**src/rtl/mp3_playback_ctrl.sv**
```systemverilog
// mp3_playback_ctrl: playback sequencer for the keyboard's MP3 mode.
// It owns the song index and the note address into the song ROM, and steps
// through the notes at a beat rate set by each note's length field. It also
// handles the play/pause/stop/prev/next buttons and gates the tone generator.
// Optional feature macro: MP3_AUTO_NEXT_EN. When it is defined, reaching the
// end of a song moves on to the next song. When it is undefined, reaching the
// end of a song stops playback.
module mp3_playback_ctrl #(
  parameter int SONG_NUM        = 4,
  parameter int ADDR_W          = 8,
  parameter int BEAT_CYCLES     = 12500000,
  parameter int BTN_HOLD_CYCLES = 400000
) (
  input  logic              clk,
  input  logic              rst,
  input  logic              btn_play,
  input  logic              btn_stop,
  input  logic              btn_prev,
  input  logic              btn_next,
  input  logic [3:0]        note_len,
  input  logic              song_end,
  output logic [1:0]        select,
  output logic [ADDR_W-1:0] note_addr,
  output logic              tone_en,
  output logic [1:0]        state
);

  localparam int BTN_W  = (BTN_HOLD_CYCLES > 1) ? $clog2(BTN_HOLD_CYCLES) : 1;
  localparam int BEAT_W = (BEAT_CYCLES > 1) ? $clog2(BEAT_CYCLES) : 1;
  localparam logic [BTN_W-1:0]  BTN_LAST  = BTN_W'(BTN_HOLD_CYCLES - 1);
  localparam logic [BEAT_W-1:0] BEAT_LAST = BEAT_W'(BEAT_CYCLES - 1);
  localparam logic [1:0]        SEL_LAST  = 2'(SONG_NUM - 1);

  typedef enum logic [1:0] {
    ST_STOP  = 2'b00,
    ST_LOAD  = 2'b01,
    ST_PLAY  = 2'b10,
    ST_PAUSE = 2'b11
  } state_t;

  state_t              state_q, state_d;
  logic [1:0]          select_q, select_d;
  logic [ADDR_W-1:0]   note_addr_q, note_addr_d;
  logic [BTN_W-1:0]    btn_cnt_q, btn_cnt_d;
  logic [BEAT_W-1:0]   beat_cnt_q, beat_cnt_d;
  logic [3:0]          beats_left_q, beats_left_d;
  logic                tone_en_q;

  logic                sample;
  logic                act_stop, act_play, act_prev, act_next;
  logic [1:0]          sel_prev, sel_next;
  logic                end_of_song;

  // One action per sample cycle. A play press while in LOAD is swallowed,
  // so the lower-priority buttons do not get a turn on that sample.
  assign sample      = (btn_cnt_q == BTN_LAST);
  assign act_stop    = sample & btn_stop;
  assign act_play    = sample & ~btn_stop & btn_play & (state_q != ST_LOAD);
  assign act_prev    = sample & ~btn_stop & ~btn_play & btn_prev;
  assign act_next    = sample & ~btn_stop & ~btn_play & ~btn_prev & btn_next;
  assign sel_prev    = (select_q == 2'd0) ? SEL_LAST : select_q - 2'd1;
  assign sel_next    = (select_q == SEL_LAST) ? 2'd0 : select_q + 2'd1;
  assign end_of_song = song_end | (&note_addr_q);

  // Next-state logic: button actions override note sequencing.
  always_comb begin
    state_d      = state_q;
    select_d     = select_q;
    note_addr_d  = note_addr_q;
    beat_cnt_d   = beat_cnt_q;
    beats_left_d = beats_left_q;
    btn_cnt_d    = sample ? '0 : btn_cnt_q + BTN_W'(1);

    if (act_stop) begin
      state_d      = ST_STOP;
      note_addr_d  = '0;
      beat_cnt_d   = '0;
      beats_left_d = '0;
    end else if (act_play) begin
      case (state_q)
        ST_STOP:  state_d = ST_LOAD;
        ST_PLAY:  state_d = ST_PAUSE;
        // A song change made while paused leaves no note loaded, so resume must reload.
        ST_PAUSE: state_d = (beats_left_q == 4'd0) ? ST_LOAD : ST_PLAY;
        default:  state_d = state_q;
      endcase
    end else if (act_prev | act_next) begin
      select_d     = act_prev ? sel_prev : sel_next;
      note_addr_d  = '0;
      beat_cnt_d   = '0;
      beats_left_d = '0;
      if (state_q == ST_PLAY || state_q == ST_LOAD) begin
        state_d = ST_LOAD;
      end
    end else begin
      case (state_q)
        ST_LOAD: begin
          if (end_of_song) begin
`ifdef MP3_AUTO_NEXT_EN
            select_d    = sel_next;
            note_addr_d = '0;
`else
            state_d     = ST_STOP;
            note_addr_d = '0;
`endif
          end else begin
            beats_left_d = (note_len == 4'd0) ? 4'd1 : note_len;
            beat_cnt_d   = '0;
            state_d      = ST_PLAY;
          end
        end
        ST_PLAY: begin
          if (beat_cnt_q == BEAT_LAST) begin
            beat_cnt_d   = '0;
            beats_left_d = beats_left_q - 4'd1;
            if (beats_left_q == 4'd1) begin
              note_addr_d = note_addr_q + ADDR_W'(1);
              state_d     = ST_LOAD;
            end
          end else begin
            beat_cnt_d = beat_cnt_q + BEAT_W'(1);
          end
        end
        default: begin
          state_d = state_q;
        end
      endcase
    end
  end

  // State and counter registers; tone_en tracks the state being entered.
  always_ff @(posedge clk) begin
    if (rst) begin
      state_q      <= ST_STOP;
      select_q     <= 2'd0;
      note_addr_q  <= '0;
      btn_cnt_q    <= '0;
      beat_cnt_q   <= '0;
      beats_left_q <= 4'd0;
      tone_en_q    <= 1'b0;
    end else begin
      state_q      <= state_d;
      select_q     <= select_d;
      note_addr_q  <= note_addr_d;
      btn_cnt_q    <= btn_cnt_d;
      beat_cnt_q   <= beat_cnt_d;
      beats_left_q <= beats_left_d;
      tone_en_q    <= (state_d == ST_PLAY);
    end
  end

  assign select    = select_q;
  assign note_addr = note_addr_q;
  assign tone_en   = tone_en_q;
  assign state     = state_q;

endmodule

```
**config.mk**
```make
export PLATFORM = sky130hd
export DESIGN_NAME = mp3_playback_ctrl
export DESIGN_NICKNAME = d
export VERILOG_FILES = /design/src/rtl/mp3_playback_ctrl.sv
export SDC_FILE = /design/constraint.sdc
export NUM_CORES = 1
export LEC_CHECK = 0
export CAP_MARGIN = 40
export CELL_PAD_IN_SITES_DETAIL_PLACEMENT = 1
export CELL_PAD_IN_SITES_GLOBAL_PLACEMENT = 1
export CORE_UTILIZATION = 37
export DETAILED_ROUTE_END_ITERATION = 8
export MAX_ROUTING_LAYER = met4
export PLACE_DENSITY_LB_ADDON = 0.05
export SLEW_MARGIN = 5
export SYNTH_ARGS = -nofsm -noshare
export SYNTH_HDL_FRONTEND = slang
export SYNTH_SLANG_ARGS = --single-unit
```
**constraint.sdc**
```tcl
create_clock -name clk -period 3.8 [get_ports clk]
set_input_delay 0.38 -clock clk [delete_from_list [all_inputs] [get_ports clk]]
set_output_delay 0.38 -clock clk [all_outputs]
set_load 0.005 [all_outputs]
```
After elaboration in Yosys (flattened, before gate mapping)
Cells that the tools add are included.
- register bits after elaboration: 60
- latch bits: 0
- memory bits (writable): 0
- bits in read-only memories: 0
- input port bits: 11
- output and inout port bits: 13
- logic and storage cells: 81
- memories: 0
- add/subtract/negate cells: 6
- multipliers: 0
- div/mod/pow operators: 0
- magnitude comparators: 0
- equality and inequality tests: 13
- shift-type cells: 0
- multiplexer cells: 27
- bitwise gates (word level): 15
- reduce and logical (&&, ||, !) cells: 13
- operator list (operator ; count):
    $mux W24 ; 3
    $pmux W24 S2 ; 1
    $mux W8 ; 4
    $add A24 B1 Y24 const B ; 1
    $eq A24 B24 Y1 const B ; 1
    $mux W2 ; 11
    $add A19 B1 Y19 const B ; 1
    $eq A19 B19 Y1 const B ; 1
    $mux W4 ; 4
    $pmux W8 S2 ; 1
    $add A8 B1 Y8 const B ; 1
    $and A1 B1 Y1 ; 8
    $eq A2 B2 Y1 const B ; 4
    $logic_not A4 Y1 ; 2
    $pmux W4 S2 ; 1
    $reduce_and A8 Y1 ; 1
    $ne A3 B2 Y1 const B ; 2
    $ne A3 B3 Y1 const B ; 2
    $pmux W2 S3 ; 1
    $reduce_and A3 Y1 ; 2
    $not A1 Y1 ; 5
    $reduce_and A5 Y1 ; 1
    $eq A4 B1 Y1 const B ; 1
    $logic_not A2 Y1 ; 2
    other kinds (11) ; 13

Depth between registers and ports, before layout
- depth in word-level cells: 10
- depth in mapped cells: 10
- gate-level depth less buffers: 8

Least setup slack after synthesis
No wires, ideal clock.
- path kind: reg2reg
- start: register btn_cnt_q[0]
- end: register beat_cnt_q[2]
- setup time: 0.117 ns
- arrival time: 2.169 ns
- setup slack: 1.514 ns
- stages on the path, launching flop included: 10
- clock period less this slack: 2.286 ns
- cells stage by stage: dfxtp_1 ha_1 and3_1 nand3_2 or4_1 buf_2 buf_2 o211ai_1 xor2_1 nor2_1
- longest elaborated chain between the ends: 8
- elaborated cells between the ends (all ways): 16
- RTL lines (element ; line ; source):
    start: declaration ; 44 ; logic [BTN_W-1:0] btn_cnt_q, btn_cnt_d;
    start signal: assignment ; 145 ; btn_cnt_q <= btn_cnt_d;
    $eq A19 B19 Y1 (*) ; 56 ; assign sample = (btn_cnt_q == BTN_LAST);
    $and A1 B1 Y1 ; 58, 59, 60 ;
    $and A1 B1 Y1 ; 59, 60 ;
    $and A1 B1 Y1 (2 in series) ; 60 ; assign act_next = sample & ~btn_stop & ~btn_play & ~btn_prev & btn_next;
    $or A1 B1 Y1 ; 87 ; end else if (act_prev | act_next) begin
    $ne A3 B3 Y1 (no source line) or $reduce_bool A3 Y1 (tied branches) ; - ;
    $reduce_and A3 Y1 (no source line) ; - ;
    end signal: assignment ; 146 ; beat_cnt_q <= beat_cnt_d;
    end: declaration ; 45 ; logic [BEAT_W-1:0] beat_cnt_q, beat_cnt_d;
Every way passes the cells marked *; elsewhere a longest branch is shown, timed or not.
A chain may end at the register's enable or synchronous reset.

Worst setup path after layout
- start: register state_q[1] (netlist: state[1])
- end: register beat_cnt_q[23]
- longest elaborated chain between the ends: 4
- elaborated cells between the ends (all ways): 10
- RTL lines (element ; line ; source):
    start: declaration ; 41 ; state_t state_q, state_d;
    start signal: assignment ; 142 ; state_q <= state_d;
    $ne A2 B1 Y1 ; 58 ; assign act_play = sample & ~btn_stop & btn_play & (state_q != ST_LOAD);
    $and A1 B1 Y1 ; 58 ;
    $not A1 Y1 (no source line) ; - ;
    $reduce_and A3 Y1 (no source line) ; - ;
Several ways; a longest one is shown, not always the timed one.

==> flow_summary.json <==
{
  "dp.cells": 520,
  "num_vias": 2962,
  "synth_compound_area_share_pct": 18.2,
  "ant_nets": 0,
  "cts_resized": 0,
  "p_total_mw": 1.32,
  "wl_mm": 8.36,
  "p_seq_share_pct": 47.9,
  "setup_tns_ns": 0,
  "r2r_end": "beat_cnt_q[23]$_SDFFE_PP0P_",
  "synth_top_family_by_area": "simple AND/OR/NAND/NOR gates",
  "numClockSinks": 60,
  "max-vdd-ir-drop_mv": 0.184,
  "ctsHoldBuffers": 0,
  "drt_iter0_markers": 54,
  "clk_latency_ns": 0.34,
  "via_per_inst": 5.53,
  "rows": 34,
  "path_cells": "inv_1 -> ha_1 -> inv_1 -> nand2_1 -> or4_1 -> o2111ai_4 -> or4_1 -> a21oi_1",
  "synth_cell_type_count": 57,
  "synthArstFlopShare_pct": 0,
  "die_w_um": 96.7,
  "synth_edf_count": 0,
  "synth_flop_cell": "dfxtp_1",
  "min_path_type": "reg2reg",
  "dr_wl_met3_um": 145,
  "tightest_slew_ns": 0.856,
  "p_int_mw": 1.04,
  "holdPathEnd": "btn_cnt_q[0]$_SDFF_PP0_",
  "fin_nets": 447,
  "gp_congestion": 0.774,
  "final_cells": 536,
  "dp_hpwl_mm": 6.05,
  "yosysSeqAreaShare_pct": 36.2,
  "p_leak_nw": 1.35,
  "cts_tree": "yes",
  "fill_cells": 1067,
  "worst_path_largest_cell_delay_ns": 0.67,
  "cp-start-kind": "flop",
  "crit_required_ns": 4.08,
  "rsz0062_at_grt": "false",
  "finalHoldViolCount": 0,
  "end_kind": "flop",
  "cp_slowest_cell": "or4_1",
  "highest_layer": "met4",
  "dieHeight_um": 96.7,
  "cts_buffers": 9,
  "comb_power_share_pct": 3.1,
  "netlist_area_mm2": 0.00332,
  "relSlewSlack_pct": 42.5,
  "cp_num_buf_inv": 2,
  "syn_inst": 398,
  "io_pins": 24,
  "crit_type": "reg2reg",
  "antenna_cells": 0,
  "syn2layout_area_growth_pct": 16.9,
  "cts_max_level": 3,
  "synth-seq-cells": 60,
  "cts.clk_slew.worst_paths_ns": 0.07,
  "slew_violations": 0,
  "hold_start": "btn_cnt_q[0]$_SDFF_PP0_",
  "drt-met1-wl_mm": 3.73,
  "overflow": 0,
  "period_share_pct": 72.2,
  "pwr_density_cell_mw_per_mm2": 341,
  "outcome": "completed",
  "cts_setup_buffers": 0,
  "cp_max_fo": 21,
  "antenna_found_initial": 0,
  "wl_met2_mm": 4.34,
  "rrSetupSlack_ns": 1.06,
  "core_area_mm2": 0.00872,
  "first_pass_iters": 4,
  "critPathTopFamily": "simple AND/OR/NAND/NOR gates",
  "drive_gt1_share_pct": 6.54,
  "multi_input_comb_area_mm2": 0.00200,
  "critPathArrivalTime_ns": 3.02,
  "avgSynthCellArea_um2": 8.33,
  "holdPathStages": 1,
  "switching_share_pct": 21.7,
  "cts.path.max_buffers": 2,
  "synth_fa_ha_area_share_pct": 4.90,
  "period_minus_slack_ns": 2.74,
  "grt_pass1_vias": 2944,
  "regArea_mm2": 0.00120,
  "dieArea_mm2": 0.00935,
  "syn-num-nets": 422,
  "rr_startpoint": "state[1]$_SDFF_PP0_",
  "synthMuxAreaShare_pct": 1.55,
  "grt_max_degree": 27,
  "ys_warn_count": 0,
  "p_switching_mw": 0.288,
  "numPortBuffers": 23,
  "grt_pass1_wl_mm": 14.3,
  "clock-root-buffer": "clkbuf_8",
  "power.share.clock_pct": 49.0,
  "routedWlPerCell_um": 15.6,
  "r2r.worst_path.cells": 8,
  "setup_viol": 0,
  "drcViolationCount": 0,
  "initial_core_util_pct": 38.0,
  "fmax_mhz": 364,
  "worst_clock_skew_ns": 0.00911,
  "synth-xor-area-share_pct": 7.13,
  "grt_util_all_layers_pct": 19.4,
  "maxCapViolCount": 0,
  "synth_simple_gate_area_share_pct": 28.5
}
-- cells by family after synthesis --
group | Yosys count
mux | 5
buf+inv | 29
flops | 60
simple gates | 175
compound gates | 89
fa+ha+maj | 13
xor+xnor | 27
-- Yosys cell counts, drive strengths merged (7+ instances only) --
cell    count  area share, %
dfxtp      60             36
nor2       49            5.5
nand2      30            3.4
a21oi      26            3.9
xor2       23            6.1
nand3      19            3.0
o21ai      19            2.9
or3        16            3.0
inv        15            1.7
ha         13            4.9
and3       12            2.3
nand4      11            2.1
clkbuf      8           0.91
nor3        7            1.1
o211ai      7            1.9
or4         7            1.6
-- per-layer routing --
metal  up-vias  GRT usage (%)
met1      1434           21.0
met2        23           34.7
met3        12           3.68
li1       1493              -
met4         0           7.58
met5         -              -
-- layout by cell type, fill, tap and decap left out, types with 3 or more instances in the layout --
cell / n
a21boi_0: 3
a21oi_1: 26
a31oi_1: 3
and3_1: 12
and4_1: 4
buf_4: 5
clkbuf_8: 10
clkdlybuf4s50_1: 23
dfxtp_1: 60
ha_1: 13
inv_1: 15
mux2i_1: 4
nand2_1: 30
nand3_1: 18
nand4_1: 11
nor2_1: 49
nor2b_1: 3
nor3_1: 7
o2111ai_1: 5
o211ai_1: 5
o21ai_0: 17
o2bb2ai_1: 3
o31ai_1: 4
or3_1: 16
or4_1: 7
xnor2_1: 4
xor2_1: 23
-- worst reg2reg max path: stages, from the launching register on --
cell,delay [ns]
dfxtp_1,0.36
inv_1,0.18
ha_1,0.22
inv_1,0.09
nand2_1,0.15
or4_1,0.67
o2111ai_4,0.33
or4_1,0.54
a21oi_1,0.14
-- registers in the layout, summed over array words and instances (netlist names) --
| name | count |
|---|---|
| beat_cnt_q | 24 |
| beats_left_q | 4 |
| btn_cnt_q | 19 |
| note_addr | 8 |
| select | 2 |
| state | 2 |
| tone_en | 1 |
-- how the worst max path moves through the flow --
stage                                       start                     endpoint  slack (ns)  cells after the start
final                         state[1]$_SDFF_PP0_  beat_cnt_q[23]$_SDFFE_PP0P_        1.06                      8
after global routing          state[1]$_SDFF_PP0_  beat_cnt_q[21]$_SDFFE_PP0P_        0.77                      8
after global placement                   btn_stop  beat_cnt_q[23]$_SDFFE_PP0P_        0.99                      5
after CTS                     state[1]$_SDFF_PP0_  beat_cnt_q[21]$_SDFFE_PP0P_        1.03                      8
after floorplan           btn_cnt_q[0]$_SDFF_PP0_   beat_cnt_q[2]$_SDFFE_PP0P_        1.51                      9
after detailed placement                 btn_stop  beat_cnt_q[21]$_SDFFE_PP0P_        0.95                      5
-- per-stage QoR --
step / util, % / hold WS, ns / setup slack, ns / instance area, µm²
5_1_grt: 44.5 / 0.504 / 0.774 / 3880
6_report: 44.5 / 0.465 / 1.06 / 3880
4_1_cts: 44.5 / 0.467 / 1.03 / 3880
3_3_place_gp: 42.0 / 0.443 / 0.988 / 3660
3_5_place_dp: 42.0 / 0.447 / 0.951 / 3660
2_1_floorplan: - / 0.426 / 1.51 / 3320
-- area by class of cell --
type / count / area share, %
Clock buffer: 12 / 3.74
Inverter: 15 / 1.45
Multi-Input combinational cell: 309 / 51.6
Sequential cell: 60 / 31.0
Tap cell: 108 / 3.48
Clock inverter: 4 / 1.87
Timing Repair Buffer: 28 / 6.90
-- power groups by stage --
stage	clock network, mW	registers [mW]	logic, mW
after floorplan	0	0.647	0.0216
after global placement	0	0.648	0.0414
after detailed placement	0	0.648	0.0415
after CTS	0.666	0.634	0.0418
after global routing	0.686	0.634	0.0457
final	0.649	0.634	0.0411
Power figures use the tool's default switching activity.
